[src/rtl/axi4_lite_slave_regfile.sv]
// AXI4-Lite slave exposing NUM_REGS byte-strobed registers, also visible as a flat output bus.
// The read and write channels run independently; the write path holds AW and W in separate slots.
module axi4_lite_slave_regfile #(
    parameter int DATA_WIDTH = 32,
    parameter int ADDR_WIDTH = 32,
    parameter int NUM_REGS   = 8
) (
    input  logic                           aclk,
    input  logic                           aresetn,
    input  logic [ADDR_WIDTH-1:0]          awaddr_in,
    input  logic [2:0]                     awprot_in,
    input  logic                           awvalid_in,
    output logic                           awready_out,
    input  logic [DATA_WIDTH-1:0]          wdata_in,
    input  logic [DATA_WIDTH/8-1:0]        wstrb_in,
    input  logic                           wvalid_in,
    output logic                           wready_out,
    output logic [1:0]                     bresp_out,
    output logic                           bvalid_out,
    input  logic                           bready_in,
    input  logic [ADDR_WIDTH-1:0]          araddr_in,
    input  logic [2:0]                     arprot_in,
    input  logic                           arvalid_in,
    output logic                           arready_out,
    output logic [DATA_WIDTH-1:0]          rdata_out,
    output logic [1:0]                     rresp_out,
    output logic                           rvalid_out,
    input  logic                           rready_in,
    output logic [NUM_REGS*DATA_WIDTH-1:0] regs_out
);

    localparam int STRB_WIDTH = DATA_WIDTH / 8;
    localparam int ADDR_SHIFT = $clog2(STRB_WIDTH);
    localparam int SEL_WIDTH  = (NUM_REGS > 1) ? $clog2(NUM_REGS) : 1;
    localparam logic [ADDR_WIDTH-1:0] REG_COUNT = ADDR_WIDTH'(NUM_REGS);
    localparam logic [1:0] RESP_OKAY   = 2'b00;
    localparam logic [1:0] RESP_SLVERR = 2'b10;

    logic [DATA_WIDTH-1:0] regs [NUM_REGS];
    logic                  init_done;
    logic                  aw_full;
    logic                  w_full;
    logic [ADDR_WIDTH-1:0] aw_addr_q;
    logic [DATA_WIDTH-1:0] w_data_q;
    logic [STRB_WIDTH-1:0] w_strb_q;

    logic [ADDR_WIDTH-1:0] aw_index;
    logic [ADDR_WIDTH-1:0] ar_index;
    logic [SEL_WIDTH-1:0]  aw_sel;
    logic [SEL_WIDTH-1:0]  ar_sel;
    logic                  aw_in_range;
    logic                  ar_in_range;
    logic                  aw_hs;
    logic                  w_hs;
    logic                  ar_hs;
    logic                  commit;

    wire unused_prot = ^{awprot_in, arprot_in};

    assign awready_out = init_done & ~aw_full & ~bvalid_out;
    assign wready_out  = init_done & ~w_full & ~bvalid_out;
    assign arready_out = init_done & ~rvalid_out;

    assign aw_hs  = awvalid_in & awready_out;
    assign w_hs   = wvalid_in & wready_out;
    assign ar_hs  = arvalid_in & arready_out;
    assign commit = aw_full & w_full;

    assign aw_index    = aw_addr_q >> ADDR_SHIFT;
    assign ar_index    = araddr_in >> ADDR_SHIFT;
    assign aw_in_range = aw_index < REG_COUNT;
    assign ar_in_range = ar_index < REG_COUNT;
    assign aw_sel      = aw_index[SEL_WIDTH-1:0];
    assign ar_sel      = ar_index[SEL_WIDTH-1:0];

    always_ff @(posedge aclk or negedge aresetn) begin
        if (!aresetn) begin
            init_done <= 1'b0;
        end else begin
            init_done <= 1'b1;
        end
    end

    // Write path: slots fill independently and commit together on the edge after both are full.
    always_ff @(posedge aclk or negedge aresetn) begin
        if (!aresetn) begin
            aw_full    <= 1'b0;
            w_full     <= 1'b0;
            aw_addr_q  <= '0;
            w_data_q   <= '0;
            w_strb_q   <= '0;
            bvalid_out <= 1'b0;
            bresp_out  <= RESP_OKAY;
            for (int k = 0; k < NUM_REGS; k++) begin
                regs[k] <= '0;
            end
        end else begin
            if (aw_hs) begin
                aw_full   <= 1'b1;
                aw_addr_q <= awaddr_in;
            end
            if (w_hs) begin
                w_full   <= 1'b1;
                w_data_q <= wdata_in;
                w_strb_q <= wstrb_in;
            end
            if (commit) begin
                aw_full    <= 1'b0;
                w_full     <= 1'b0;
                bvalid_out <= 1'b1;
                bresp_out  <= aw_in_range ? RESP_OKAY : RESP_SLVERR;
                if (aw_in_range) begin
                    for (int b = 0; b < STRB_WIDTH; b++) begin
                        if (w_strb_q[b]) begin
                            regs[aw_sel][b*8 +: 8] <= w_data_q[b*8 +: 8];
                        end
                    end
                end
            end else if (bvalid_out && bready_in) begin
                bvalid_out <= 1'b0;
            end
        end
    end

    // Read path samples the pre-commit register value because the write lands in the same NBA update.
    always_ff @(posedge aclk or negedge aresetn) begin
        if (!aresetn) begin
            rvalid_out <= 1'b0;
            rdata_out  <= '0;
            rresp_out  <= RESP_OKAY;
        end else if (ar_hs) begin
            rvalid_out <= 1'b1;
            rdata_out  <= ar_in_range ? regs[ar_sel] : '0;
            rresp_out  <= ar_in_range ? RESP_OKAY : RESP_SLVERR;
        end else if (rvalid_out && rready_in) begin
            rvalid_out <= 1'b0;
        end
    end

    for (genvar k = 0; k < NUM_REGS; k++) begin : g_regs_out
        assign regs_out[k*DATA_WIDTH +: DATA_WIDTH] = regs[k];
    end

endmodule

[config.mk]
export PLATFORM = sky130hd
export DESIGN_NAME = axi4_lite_slave_regfile
export DESIGN_NICKNAME = d
export VERILOG_FILES = /design/src/rtl/axi4_lite_slave_regfile.sv
export SDC_FILE = /design/constraint.sdc
export NUM_CORES = 1
export LEC_CHECK = 0
export CAP_MARGIN = 20
export CORE_MARGIN = 2
export CORE_UTILIZATION = 49
export CTS_CLUSTER_DIAMETER = 40
export DETAILED_ROUTE_END_ITERATION = 7
export GPL_TIMING_DRIVEN = 0
export PLACE_DENSITY = 0.8
export SYNTH_ARGS = -nofsm -noshare
export SYNTH_HDL_FRONTEND = slang
export SYNTH_SLANG_ARGS = --single-unit
[constraint.sdc]
create_clock -name aclk -period 3.1 [get_ports aclk]
set_input_delay 0.62 -clock aclk [delete_from_list [all_inputs] [get_ports aclk]]
set_output_delay 0.62 -clock aclk [all_outputs]
set_load 0.005 [all_outputs]
Word level (Yosys, flattened, before mapping)
Cells that the tools add are included.

Flip-flop bits (word level): 365. Bits of input ports: 113. Output and inout bits: 297. Logic and storage cells: 83.

$lt $le $gt $ge: 5. Multiplexer cells: 36. Bitwise gates (word level): 15. Reduce and logical (&&, ||, !) cells: 8.

Operator list (count): 256-bit 2-to-1 mux (10); 256-bit bitwise mux (4); 32-bit demux with 3-bit select (4); 32-bit 2-to-1 mux (4); 32-bit binary-select mux with 3-bit select (1); 30-bit by 4-bit < comparator with 1-bit output (second input constant) (2); 24-bit 2-to-1 mux (1); 16-bit 2-to-1 mux (1); 1-bit bitwise AND (9); 4-bit greater-or-equal comparator (second input constant) (2); 1-bit 2-to-1 mux (8); 8-bit 2-to-1 mux (1); 3-bit inverter with 4-bit output (2); 2-bit nonzero test (4); 4-bit by 1-bit < comparator with 1-bit output (second input constant) (1); 2-bit 2-to-1 mux (2); 1-bit inverter (4); 1-bit logical AND (3); 2-bit AND reduction (1).

Depth between registers and ports, before layout
Gate-level depths: netlist of the first run.

Depth in word-level cells: 19. Depth in mapped cells: 6. Gate-level depth less buffers: 4.

Worst setup path before layout of the first run
Ideal clock, no wire load.

Kind: reg2reg. Start point: reg aw_addr_q[20]. End point: reg regs, in the netlist regs_out[88]. Library setup time: 0.125 ns. Data arrival time: 2.136 ns. Required time: 2.975 ns. Setup slack: 0.839 ns. Cell stages (with the launch flop): 5. Buffers on the path: 0. Period minus slack after synthesis: 2.261 ns. Cell sequence: dfrtp_1 > nor4_4 > nand4_4 > nor3_4 > mux2_4.

Word-level cells in the longest chain between the ends: 2.

RTL lines: from (decl) (RTL line 43) `logic [ADDR_WIDTH-1:0] aw_addr_q;`; from (signal assigned) (RTL line 100) `aw_addr_q <= awaddr_in;`; 30-bit by 4-bit < comparator with 1-bit output (RTL line 71) `assign aw_in_range = aw_index < REG_COUNT;`; 2-bit AND reduction (no source line); to (signal, indexed assignment) (RTL line 115) `regs[aw_sel][b*8 +: 8] <= w_data_q[b*8 +: 8];`; to (decl) (RTL line 39) `logic [DATA_WIDTH-1:0] regs [NUM_REGS];`.

Every way passes these cells. A chain may end at the register's enable or synchronous reset.

Worst setup path in the final report of the first run
Start point: reg aw_addr_q[12]. End point: reg regs, in the netlist regs_out[115].

The elaborated chain is that of the path after synthesis.

==> implementation parameters, run 1 <==
Parameter                              Value

Status
  Status    finished, final reports clean

Route
  TritonRoute pass-1 iters    4
  Final wirelength    47800 µm
  Starting DRC count in detailed routing    approximately 530
  Average via count per standard cell    5.61
  Routed via count    10700
  DR WL/cell    25.1 µm
  Count of nets left with antenna violations after detail routing    0
  Remaining design rule violation count    0

Floorplanning
  Die Wd    184 µm
  Row Count    66
  Die area    34000 µm²
  Starting density of the core    49.4%
  Floorplan die height    184 µm
  Number of I/O pins    410
  Placeable core region    approximately 32000 µm²

Placement
  I/O Buffers    394
  Half-perimeter wire length after placement    34100 µm
  Dpl cell area    20500 µm²
  # placed instances    1820
  Routability congestion estimate from global placement    0.825

Synthesis
  Leading cell type by number of instances after synthesis    sky130_fd_sc_hd__dfrtp_1
  Most used flip-flop cell after synthesis    sky130_fd_sc_hd__dfrtp_1
  Cell count after synthesis    980
  Number of synthesized register bits    approximately 360
  Most instantiated cells after synthesis    361 x sky130_fd_sc_hd__dfrtp_1, 301 x sky130_fd_sc_hd__mux2_2, 64 x sky130_fd_sc_hd__mux4_2, 35 x sky130_fd_sc_hd__nand2_1, 33 x sky130_fd_sc_hd__o21ai_0
  Fraction of synthesized cell area taken by the top area cell type    56.6%
  Post-synthesis instance area    15900 µm²
  Most area-hungry cell type in the Yosys netlist    sky130_fd_sc_hd__dfrtp_1
  Async S/R FF share, synth    100%
  Unique cell type count in the Yosys netlist    35
  Yosys synthesis warning count    0
  Biggest area contributors in the synthesized netlist    sky130_fd_sc_hd__dfrtp_1 57%, sky130_fd_sc_hd__mux2_2 21%, sky130_fd_sc_hd__mux4_2 9.0%
  Register area share after synthesis    56.6%
  Syn_area_per_cell    16.3 µm²
  Number of enable-type register cells in the synthesized netlist    0

Global routing
  Via count of the first global-routing pass    11400
  Overall routing resource usage    28.7%
  GR Overflow Total    0
  First-pass GRT wire length    between 70000 and 80000 µm
  Largest net degree at the start of global routing    113
  Initial antenna violation count    5

STA
  Slew at the pin with the worst max-slew slack    about 1100 ps
  Max frequency    347 MHz
  Aggregate negative setup slack    0 ps
  RSZ-0062 raised after global routing    no
  Number of endpoints with negative hold slack in the final report    0
  Period minus WS final    2880 ps
  Final setup vio count    0
  Share of the clock period used by the worst path    93.0%
  Pins over their slew limit    0
  Max-slew headroom    29.1%
  Worst setup skew after layout    21.2 ps

Power and ir drop
  Standby leakage power    10.1 nW
  Power Density    574 nW/µm²
  Peak ir drop on the vdd network    just under 600 µV

Critical path
  Dominant delay contributor by cell family on the critical path    simple AND/OR/NAND/NOR gates
  Critical path required time    3520 ps
  Source of the critical timing path    aw_addr_q[12]
  Delay of the slowest critical-path stage    800 ps
  Flop2flop setup slack    roughly 220 ps
  Slowest cell on the critical path    sky130_fd_sc_hd__nor4_4
  Setup crit end    regs_out[115]
  Critical R2R Launch    aw_addr_q[12]
  Type of the worst setup path    reg2reg
  Register-to-Register Path Depth    5
  Crit path depth    5
  Cell breakdown of the critical path    nor4_1 -> nand4_2 -> buf_4 -> nor4_4 -> mux2_2
  Highest net fanout along the worst path    10
  Buffers plus inverters on the worst setup path    1
  Critical path launch point type    register
  Crit end category    register
  Reg-to-reg critical path endpoint    regs_out[115]
  Arrival time of the worst setup path    3300 ps

Clocking
  Maximum buffer depth of the clock tree    3
  Hold-fix buffers, CTS    0
  Number of cells upsized or downsized after cts    0
  H-tree depth    2
  Clock buffer count from CTS    46
  Post CTS Setup Buffer Count    0
  Clock root cell    sky130_fd_sc_hd__clkbuf_16
  TritonCTS clock tree    built
  Clock transition at the register clock pins on the worst setup and hold paths after CTS    60 ps
  CTS sink count    between 300 and 400
  Clock network latency to the later pin of the worst-skew pair    540 ps

Worst hold path
  Worst hold path class    in2async

Layout
  Layout Area Growth over Synthesis    38.4%
  Post-layout net count    1539
  Number of filler cells placed in the layout    2227
  Number of standard cells in the layout, taps in and fillers out    1904
  Fraction of final layout cells with drive strength greater than 1    34.7%
  Area of all placed cells without fillers    22100 µm²

Flow run
  MaxCap Viol Count    0
-- worst min path at each step --
| stage | from | to | slack, ps | depth (start not counted) |
|---|---|---|---|---|
| CTS | aresetn | regs_out[67] | 50 | 1 |
| global route | aresetn | regs_out[69] | 90 | 1 |
| global placement | rdata_out[31] | rdata_out[31] | 460 | 2 |
| floorplan | aresetn | aw_addr_q[10] | 320 | 0 |
| detailed placement | rdata_out[27] | rdata_out[27] | 470 | 2 |
| finish | aresetn | regs_out[69] | 50 | 1 |
-- per-stage QoR --
| stage | utilization [%] | setup slack, ps | power, mW | hold WS (ps) |
|---|---|---|---|---|
| global route | 68.4 | 109 | 13.2 | 91.1 |
| CTS | 68.3 | 243 | 12.7 | 54.5 |
| detailed placement | 63.6 | -152 | 7.43 | 470 |
| global placement | 63.3 | -14130 | 7.35 | 461 |
| floorplan | - | 839 | 6.67 | 324 |
| finish | 68.4 | 218 | 12.7 | 49.1 |
-- state kept, by name, indices dropped and copies added (netlist names) --
register	flops
aw_addr_q	30
aw_full	1
bresp_out	1
bvalid_out	1
init_done	1
rdata_out	32
regs_out	256
rresp_out	1
rvalid_out	1
w_data_q	32
w_full	1
w_strb_q	4
-- metal layers --
metal  GRT usage, %  part of all wire (%)  up-vias  wire length [µm]
li1               -                     -     4595                 -
met4           7.46                   2.4        4              1140
met3           8.69                   8.8       84              4200
met1           36.5                    39     5598             18700
met5              0                 0.057        -                27
met2           48.0                    50      400             23700
-- cell usage in the layout, fill, tap and decap left out, drive strengths merged, types with 4 or more instances in the layout --
cell type      count
mux2             322
and3               4
buf               24
clkinv            10
nand4              7
mux2i             32
bufinv             4
nand2             35
dfrtp            361
o21ai             33
clkinvlp           4
nor4              21
inv               15
clkbuf            78
nor3              27
mux4              64
clkdlybuf4s50    393
-- report_power, final --
part	total [mW]	leakage (nW)	switching (mW)	internal, mW
Combinational	1.45	4.45	0.730	0.724
Sequential	5.91	4.89	0.738	5.17
Clock	5.30	0.744	2.09	3.22
-- logic make-up after synthesis --
kind of cell           Yosys count  synth area share [%]
AOI/OAI and AO/OA               38                  1.28
buffers and inverters           50                  1.31
DFF                            361                  56.6
muxes                          418                  34.0
other                            2                0.0471
and+or+nand+nor                111                  6.74
-- final cells by class --
cell class / instances / area (µm²) / share of cell area, %
diodes: 3 / 7.51 / 0.0340
flip-flops and latches: 361 / 9030 / 40.9
repair buffers: 397 / 4030 / 18.3
well taps: 442 / 553 / 2.51
inverters: 7 / 26.3 / 0.119
clock inverters: 26 / 295 / 1.34
clock buffers: 55 / 1240 / 5.60
plain buffers: 43 / 183 / 0.828
multi-input cells: 570 / 6710 / 30.4
(Power assumes the default switching activity.)
==> inputs of run 2 (changes only) <==
--- a/config.mk
+++ b/config.mk
@@ -8,6 +8,7 @@
 export CAP_MARGIN = 20
 export CORE_MARGIN = 2
 export CORE_UTILIZATION = 49
+export CTS_BUF_LIST = sky130_fd_sc_hd__clkbuf_16
 export CTS_CLUSTER_DIAMETER = 40
 export DETAILED_ROUTE_END_ITERATION = 7
 export GPL_TIMING_DRIVEN = 0
==> implementation parameters, run 2 (synthesis gave the netlist of run 1 again) <==
Parameter                              Value

Clocking
  CTS sink count    361 (unchanged)
  Post CTS Setup Buffer Count    0 (unchanged)
  Clock network latency to the later pin of the worst-skew pair    550 ps (about the same)
  Clock root cell    sky130_fd_sc_hd__clkbuf_16
  Number of cells upsized or downsized after cts    0 (unchanged)
  Clock buffer count from CTS    46 (unchanged)
  Clock transition at the register clock pins on the worst setup and hold paths after CTS    60 ps (about the same)
  Hold-fix buffers, CTS    0 (unchanged)
  Maximum buffer depth of the clock tree    3 (unchanged)
  TritonCTS clock tree    built
  H-tree depth    2 (unchanged)

STA
  Final setup vio count    0 (unchanged)
  Number of endpoints with negative hold slack in the final report    0 (unchanged)
  Aggregate negative setup slack    0 ps (unchanged)
  Max-slew headroom    29.1% (about the same)
  Slew at the pin with the worst max-slew slack    1060 ps (+0.250 ps)
  Max frequency    349 MHz (+0.46%)
  Worst setup skew after layout    20.7 ps (-0.448 ps)
  RSZ-0062 raised after global routing    no
  Period minus WS final    2870 ps (-13.3 ps)
  Share of the clock period used by the worst path    92.5% (-0.43 points)
  Worst-case hold slack    48.2 ps (-0.901 ps)
  Pins over their slew limit    0 (unchanged)

Route
  Starting DRC count in detailed routing    554 (+5.1%)
  TritonRoute pass-1 iters    6 (+2)
  Final wirelength    47900 µm (+0.15%)
  Count of nets left with antenna violations after detail routing    0 (unchanged)
  Average via count per standard cell    5.61 (about the same)
  DR WL/cell    25.1 µm (+0.15%)
  Routed via count    10700 (+0.047%)
  Remaining design rule violation count    0 (unchanged)

Global routing
  Initial antenna violation count    5 (unchanged)
  GR Overflow Total    0 (unchanged)
  Via count of the first global-routing pass    11400 (-0.079%)
  Overall routing resource usage    28.7% (about the same)
  First-pass GRT wire length    72500 µm (about the same)
  Largest net degree at the start of global routing    113 (unchanged)

Floorplanning
  Die Wd    184 µm (unchanged)
  Number of I/O pins    410 (unchanged)
  Placeable core region    32300 µm² (unchanged)
  Starting density of the core    49.4% (unchanged)
  Row Count    66 (unchanged)
  Floorplan die height    184 µm (unchanged)
  Die area    34000 µm² (unchanged)

Layout
  Layout Area Growth over Synthesis    38.2%
  Number of standard cells in the layout, taps in and fillers out    1904 (unchanged)
  Register cell area after layout    9030 µm² (unchanged)
  Area of all placed cells without fillers    22000 µm² (-0.14%)
  Top library cells by usage in the layout, fill and taps aside    393 x sky130_fd_sc_hd__clkdlybuf4s50_1, 361 x sky130_fd_sc_hd__dfrtp_1, 301 x sky130_fd_sc_hd__mux2_2
  Post-layout net count    1539 (unchanged)
  Footprint of the multi-input gates    6710 µm² (unchanged)
  Most common cell after layout, fill and taps aside    sky130_fd_sc_hd__clkdlybuf4s50_1
  Number of filler cells placed in the layout    2237 (+0.45%)
  Fraction of final layout cells with drive strength greater than 1    34.5% (-0.21 points)
  Core Util, Final    68.3% (-0.093 points)
  Max FFs per register    256 (unchanged)

Critical path
  Flop2flop setup slack    230 ps (about the same)
  Critical path launch point type    register
  Highest net fanout along the worst path    10 (unchanged)
  Type of the worst setup path    reg2reg
  Crit end category    register
  Critical R2R Launch    aw_addr_q[12]
  Critical path required time    3510 ps (about the same)
  Arrival time of the worst setup path    3280 ps (-20 ps)
  Source of the critical timing path    aw_addr_q[12]

Status
  Status    finished, final reports clean

Placement
  Half-perimeter wire length after placement    34100 µm (unchanged)
  Routability congestion estimate from global placement    0.825 (unchanged)
  Dpl cell area    20500 µm² (unchanged)
  I/O Buffers    394 (unchanged)
  # placed instances    1820 (unchanged)

Flow run
  MaxCap Viol Count    0 (unchanged)

Power and ir drop
  Peak ir drop on the vdd network    586 µV (about the same)
  Power Density    571 nW/µm² (-0.53%)
  Standby leakage power    10.1 nW (about the same)

Worst hold path
  Worst hold path class    in2async
==> run 2: changes by cell type in the layout (fill, tap and decap cells not counted) <==
| cell | before | now |
|---|---|---|
| sky130_fd_sc_hd__clkbuf_1 | 28 | 23 |
| sky130_fd_sc_hd__inv_1 | 7 | 12 |
| sky130_fd_sc_hd__clkbuf_8 | 3 | 0 |
| sky130_fd_sc_hd__clkinv_1 | 0 | 3 |
==> run 2: stage by stage <==
step	power, mW	setup WS [ps]
floorplan	6.67	839
detailed placement	7.43	-152
global placement	7.35	-14130
CTS	12.6	243
finish	12.6	231
global route	13.1	106
==> run 2: power by group <==
part           leakage [nW]  internal, mW  switching, mW  total (mW)
registers              4.89          5.17          0.738        5.91
clock network         0.748          3.12           2.10        5.22
logic                  4.45         0.724          0.731        1.46
==> run 2: critical path: stages, from the launching register on <==
cell,delay [ps]
sky130_fd_sc_hd__dfrtp_1,370
sky130_fd_sc_hd__nor4_1,400
sky130_fd_sc_hd__nand4_2,390
sky130_fd_sc_hd__buf_4,370
sky130_fd_sc_hd__nor4_4,780
sky130_fd_sc_hd__mux2_2,410
==> run 2: cell type report <==
type | count | area share (%)
tap | 442 | 2.51
sequential | 361 | 41.0
inverter | 7 | 0.119
clock inverter | 34 | 1.48
multi-input combinational | 570 | 30.4
antenna | 3 | 0.0341
clock buffer | 47 | 5.34
buffer | 43 | 0.829
timing repair buffer | 397 | 18.3
==> run 2: worst paths after layout <==
kind | to | cells after the start
max in group asynchronous | regs_out[211] | 2
hold / removal | regs_out[69] | 1
setup / recovery | regs_out[119] | 5
hold reg to reg | rdata_out[27] | 2
setup reg to reg | regs_out[119] | 5
min in group aclk | rdata_out[27] | 2
==> run 2: per-layer routing <==
metal / global-route usage [%] / vias to the layer above / wire (µm)
li1: - / 4588 / -
met1: 36.6 / 5619 / 18900
met2: 48.1 / 404 / 23800
met3: 8.67 / 71 / 4080
met4: 7.20 / 4 / 1030
met5: 0 / - / 27
